**src/rtl/max_pool2d.sv**
```systemverilog
// max_pool2d: streaming 2x2 / stride-2 signed max pooling over a raster pixel stream,
//   CH_NUM channels in lockstep; half-width line buffer holds the top-row pair maxima.
// Latency: dout_vld pulses 1 cycle after the bottom-right pixel of each 2x2 block.
// Backpressure: none; one pixel per cycle accepted, gaps in din_vld allowed anywhere.
// Ports: clk, reset_n (async active-low); frame_h/frame_w geometry (static during a frame);
//   frame_start arms a frame (pixel on the same cycle is row 0, col 0); din_vld/din input;
//   dout_vld/dout pooled pixel (held while dout_vld=0); frame_done with the last pooled pixel.
// Option: define MAX_POOL2D_RELU_EN to clamp negative pooled results to zero.
module max_pool2d #(
  parameter int FRAME_H_MAX = 224,
  parameter int FRAME_W_MAX = 224,
  parameter int DIN_WIDTH   = 8,
  parameter int CH_NUM      = 1,
  localparam int HW = $clog2(FRAME_H_MAX) + 1,
  localparam int WW = $clog2(FRAME_W_MAX) + 1
) (
  input  logic                               clk,
  input  logic                               reset_n,
  input  logic [HW-1:0]                      frame_h,
  input  logic [WW-1:0]                      frame_w,
  input  logic                               frame_start,
  input  logic                               din_vld,
  input  logic [CH_NUM-1:0][DIN_WIDTH-1:0]   din,
  output logic                               dout_vld,
  output logic [CH_NUM-1:0][DIN_WIDTH-1:0]   dout,
  output logic                               frame_done
);

  localparam int LB_DEPTH = (FRAME_W_MAX / 2 > 1) ? FRAME_W_MAX / 2 : 2;
  localparam int LB_AW    = $clog2(LB_DEPTH);

  typedef logic [CH_NUM-1:0][DIN_WIDTH-1:0] pix_t;
  typedef enum logic {IDLE, ACTIVE} state_t;

  state_t          state;
  logic [WW-1:0]   col;
  logic [HW-1:0]   row;
  logic [WW-1:0]   cur_col;
  logic [HW-1:0]   cur_row;
  logic [WW:0]     col_nx;
  logic [HW:0]     row_nx;
  logic            acc;
  logic            last_col;
  logic            last_row;
  logic            emit;
  logic            done_hit;
  logic [LB_AW-1:0] lb_idx;
  pix_t            prev;
  pix_t            hmax;
  pix_t            rd_dat;
  pix_t            res;
  pix_t            lb_mem [LB_DEPTH];

  function automatic logic [DIN_WIDTH-1:0] smax(input logic [DIN_WIDTH-1:0] a,
                                                input logic [DIN_WIDTH-1:0] b);
    return ($signed(a) > $signed(b)) ? a : b;
  endfunction

  always_comb begin
    // A frame_start pixel is always (0,0), whatever the counters hold.
    cur_col  = frame_start ? '0 : col;
    cur_row  = frame_start ? '0 : row;
    acc      = din_vld && (frame_start || (state == ACTIVE));
    col_nx   = {1'b0, cur_col} + {{WW{1'b0}}, 1'b1};
    row_nx   = {1'b0, cur_row} + {{HW{1'b0}}, 1'b1};
    // >= rather than == so a zero-sized geometry still terminates.
    last_col = col_nx >= {1'b0, frame_w};
    last_row = row_nx >= {1'b0, frame_h};
    // Odd/odd position is the bottom-right of a complete block; a trailing odd
    // row or column never lands on an odd index, so it drops out for free.
    emit     = acc && cur_row[0] && cur_col[0];
    done_hit = (col_nx == {1'b0, frame_w[WW-1:1], 1'b0}) &&
               (row_nx == {1'b0, frame_h[HW-1:1], 1'b0});
    lb_idx   = LB_AW'(cur_col >> 1);
    hmax     = '0;
    res      = '0;
    for (int c = 0; c < CH_NUM; c++) begin
      hmax[c] = smax(prev[c], din[c]);
      res[c]  = smax(rd_dat[c], hmax[c]);
`ifdef MAX_POOL2D_RELU_EN
      if (res[c][DIN_WIDTH-1]) res[c] = '0;
`endif
    end
  end

  always_ff @(posedge clk or negedge reset_n) begin
    if (!reset_n) begin
      state      <= IDLE;
      col        <= '0;
      row        <= '0;
      dout_vld   <= 1'b0;
      dout       <= '0;
      frame_done <= 1'b0;
    end else begin
      dout_vld   <= emit;
      frame_done <= emit && done_hit;
      if (emit) dout <= res;
      if (frame_start) begin
        state <= ACTIVE;
        col   <= '0;
        row   <= '0;
      end
      // Placed after the frame_start restart so a pixel on the start cycle advances it.
      if (acc) begin
        if (last_col) begin
          col <= '0;
          if (last_row) begin
            row   <= '0;
            state <= IDLE;
          end else begin
            row <= row_nx[HW-1:0];
          end
        end else begin
          col <= col_nx[WW-1:0];
        end
      end
    end
  end

  // Datapath storage carries no reset; contents before first write are don't-care.
  always_ff @(posedge clk) begin
    if (acc) prev <= din;
    if (acc && !cur_row[0] && cur_col[0]) lb_mem[lb_idx] <= hmax;
    // Read on the even column of the odd row; data waits here for the odd column.
    if (acc && cur_row[0] && !cur_col[0]) rd_dat <= lb_mem[lb_idx];
  end

endmodule

```
**config.mk**
```make
export PLATFORM = sky130hd
export DESIGN_NAME = max_pool2d
export DESIGN_NICKNAME = d
export VERILOG_FILES = /design/src/rtl/max_pool2d.sv
export SDC_FILE = /design/constraint.sdc
export NUM_CORES = 1
export LEC_CHECK = 0
export ABC_AREA = 1
export CORE_MARGIN = 2
export CORE_UTILIZATION = 35
export CTS_CLUSTER_SIZE = 25
export DETAILED_ROUTE_END_ITERATION = 10
export HOLD_SLACK_MARGIN = 0.15
export PLACE_DENSITY_LB_ADDON = 0.3
export RECOVER_POWER = 50
export SLEW_MARGIN = 25
export SYNTH_ARGS = -nofsm -noshare
export SYNTH_HDL_FRONTEND = slang
export SYNTH_SLANG_ARGS = --single-unit
export TNS_END_PERCENT = 10
```
**constraint.sdc**
```tcl
create_clock -name clk -period 11.4 [get_ports clk]
set_clock_uncertainty 0.05 [all_clocks]
set_input_delay 2.28 -clock clk [delete_from_list [all_inputs] [get_ports clk]]
set_output_delay 2.28 -clock clk [all_outputs]
set_load 0.01 [all_outputs]
```
## Word level (Yosys, flattened, before mapping)

Memory sizes are Yosys's and may differ from the RTL's. A register that Yosys moved wholly into a read port is not among the register bits.
Cells that the tools add are included.

| word-level totals | value |
|---|---|
| input bits | 30 |
| memories | 1 |
| bits in registers | 37 |
| bits in writable memories | 896 |
| output and inout bits | 10 |

Memories:

| memory | depth | bits a word | read ports | clocked after memory_dff | wr ports | RTL line | source |
|---|---|---|---|---|---|---|---|
| lb_mem | 112 | 8 | 1 | 1 | 1 | 52 | `pix_t lb_mem [LB_DEPTH];` |

| operators by class | value |
|---|---|
| $lt $le $gt $ge | 4 |
| reduce and logical (&&, ||, !) cells | 11 |
| add/sub/neg operators | 2 |
| mux-type cells | 15 |
| eq/ne operators | 2 |

Operator list:

| cell | count |
|---|---|
| $mux W9 | 7 |
| $add A9 B1 Y10 const B | 2 |
| $eq A10 B9 Y1 | 2 |
| $ge A10 B9 Y1 | 2 |
| $gt A8 B8 Y1 | 2 |
| $mux W8 | 2 |
| $logic_and A1 B1 Y1 | 8 |
| $mux W1 | 6 |
| $logic_not A1 Y1 | 2 |
| $logic_or A1 B1 Y1 | 1 |

## Depth between registers and ports, before layout

| logic depth | value |
|---|---|
| depth after elaboration | 6 |
| gate-level depth with buffers | 24 |

## Worst setup path after synthesis

No wires, ideal clock.

| timing path | value |
|---|---|
| path type | input-to-reg |
| from | in din[5] (netlist name) |
| to | reg dout[1] (netlist name) |
| setup time | 117 ps |
| cell stages on the path | 22 |
| data required time | 11233 ps |
| arrival time | 6393 ps |
| path slack | 4840 ps |
| buffers on the path | 1 |
| cells stage by stage | inv_1 > ha_1 > a21oi_1 > nor2_1 > nor2_1 > nand3_1 > nand3_1 > nand2_1 > nand2_1 > inv_1 > ha_1 > nand3_1 > nor2_1 > o21ai_0 > o211ai_1 > nand2_1 > nand2_1 > nand2_1 > clkbuf_1 > or2_2 > nand3_1 > nand2_1 |

RTL lines:

| item | RTL line | source |
|---|---|---|
| start: declaration | 23 | `input logic [CH_NUM-1:0][DIN_WIDTH-1:0] din,` |
| end signal: assignment | 97 | `if (emit) dout <= res;` |
| end: declaration | 25 | `output logic [CH_NUM-1:0][DIN_WIDTH-1:0] dout,` |

==> impl_metrics.ini <==
[route]
viasPerCell = 4.97
drcViolationCount = 0
vias = 27559
drt_iter0_drc = 2878
wl_um = 115000
wire_per_inst_um = 20.8
first_pass_iters = 5
ant_nets = 0

[grt]
overflow = 0
use_met1 = 0.266
grt_first_pass_wirelength_um = 170000
grt_max_degree = 196
antenna_found_initial = 0
grt_pass1_vias = 26261
gr-usage-all-layers = 0.192
busiest_layer = met2
met2_usage = 0.307
grt_use_met3 = 0.0353

[clock_tree]
htreeDepth = 3
clkLatencyLatePin_ns = 0.68
clock-sinks = 941
clockBufferDepth = 3
cts_tree = done
cts_setup_buffers = 0
hold_buffers = 0
numCtsBuffers = 101
cts_resized = 0
clk_pin_slew_ns = 0.06
root_buffer = clkbuf_16

[critical_path]
start_kind = primary input
arrival_ns = 8.63
endpoint_kind = flip-flop
required_ns = 11.33
worstPathMaxFanout = 63
r2r_slack_ns = 4.54
path_class = in2reg

[power]
total_power_mw = 7.74
power.leakage_nw = 17.8
powerDensity_mw_per_mm2 = 169
ir_drop_uv = 107

[synthesis]
ys_types = 40
synth_nets = 3999
synth.cell_area_mm2 = 0.0407
ys_ff_latch = 941
yosysSeqAreaShare = 0.691
synthCells = 3933
avgSynthCellArea_um2 = 10.3
yosys_warnings = 0

[sta]
setup_violations = 0
period_needed_ns = 8.71
relSlewSlack = -1.25
setup_tns_ns = 0
tightest_slew_ns = 3.38
fin_crit_sh = 0.764
fmax_mhz = 115
drv_slew = 621
rsz0062_at_grt = false
finalHoldViolCount = 0

[outcome]
status = finished with violations
violations = capacitance limit, slew limit

[placed_design]
numPortBuffers = 39
hpwl_um = 67100
routabilityCongestion = 0.878

[die]
dieArea_mm2 = 0.119
design.core.area_mm2 = 0.116
io-pin-count = 40
initial_core_util = 0.351
die_h_um = 345
die_w_um = 345
rows = 125

[hold_path]
hold_path.class = reg2reg

[cells_and_area]
fin_nets = 4001
layout_common_cells = nand2_1, edfxtp_1, nor2_1
antenna_cells = 0
final_common_cell = nand2_1
drive_above_1_share = 0.0548
syn_to_final_growth_pct = 12.4

[run]
drv_cap = 13
-- cell type report --
type / count / area (um^2)
repair buffers: 81 / 706
flip-flops and latches: 941 / 28100
clock buffers: 128 / 2710
fillers: 11195 / 70000
clock inverters: 57 / 574
multi-input cells: 2641 / 11100
inverters: 169 / 637
well taps: 1524 / 1910
-- flip-flops by register name (all words and copies together) (netlist names) --
register	count
dout_vld	1
row	9
rd_dat	8
frame_done	1
prev	8
col	9
lb_mem	896
state	1
dout	8
-- Yosys cell counts, drive strengths merged --
cell	instances	area, um^2
edfxtp	912	27400
buf	150	793
dfrtp	29	726
nand2	1928	7260
o21ai	103	516
ha	36	450
nor2	248	985
a21oi	145	726
o211ai	10	75.1
nor4	1	6.26
nand3	111	566
clkinv	2	7.51
a21o	1	7.51
o22ai	1	6.26
a21boi	1	7.51
nand3b	2	15.0
nor3	10	83.8
xor2	9	78.8
clkbuf	32	120
and3	1	6.26
o21bai	1	7.51
inv	167	629
a31oi	2	12.5
a211oi	1	7.51
or2	8	50.1
nand4	22	138
-- metal layers --
metal,up-vias,wire [um]
met5,-,0
met4,0,3560
met2,1023,53300
met3,193,8610
li1,12996,-
met1,13347,49700
-- logic make-up after synthesis --
kind of cell,synth area share
XOR/XNOR,0.00194
flip-flops,0.691
adder cells (fa/ha/maj),0.0111
AND/OR/NAND/NOR,0.224
buffers and inverters,0.0381
AO/OA/AOI/OAI,0.0336
-- worst max-delay path, stage by stage --
cell and delay, ns:
dlygate4sd3_1 0.60, inv_1 0.06, ha_1 0.30, a21oi_1 0.15, nor2_1 0.05, nor2_1 0.11
nand3_1 0.27, nand3_1 0.35, nand2_1 0.14, nand2_1 1.76, clkbuf_1 2.50
-- power breakdown --
group	switching, mW	internal, mW	total (mW)
combinational	0.441	0.0995	0.541
sequential	0.00320	3.94	3.95
clock	1.37	1.89	3.26
-- metrics by stage --
stage | util | hold slack [ns] | cell area (um^2) | cells | setup WS [ns]
3_5_place_dp | 0.368 | 0.417 | 42500 | 5356 | 3.88
6_report | 0.395 | 0.421 | 45700 | 5541 | 2.69
2_1_floorplan | - | 0.397 | 40700 | 3933 | 4.84
3_3_place_gp | 0.367 | 0.415 | 42500 | 5356 | 3.99
5_1_grt | 0.395 | 0.456 | 45700 | 5541 | 2.26
4_1_cts | 0.396 | 0.432 | 45800 | 5541 | 4.56
-- worst paths after layout --
check	start	endpoint	cells past startpoint
min reg2reg	dout[4]	dout[4]	2
max reg2reg	prev[5]	lb_mem[25][3]	9
max in group asynchronous	reset_n	row[1]	2
min in group asynchronous	reset_n	frame_done	2
max	din[5]	lb_mem[25][3]	11
min	dout[4]	dout[4]	2
Power figures use the tool's default switching activity.
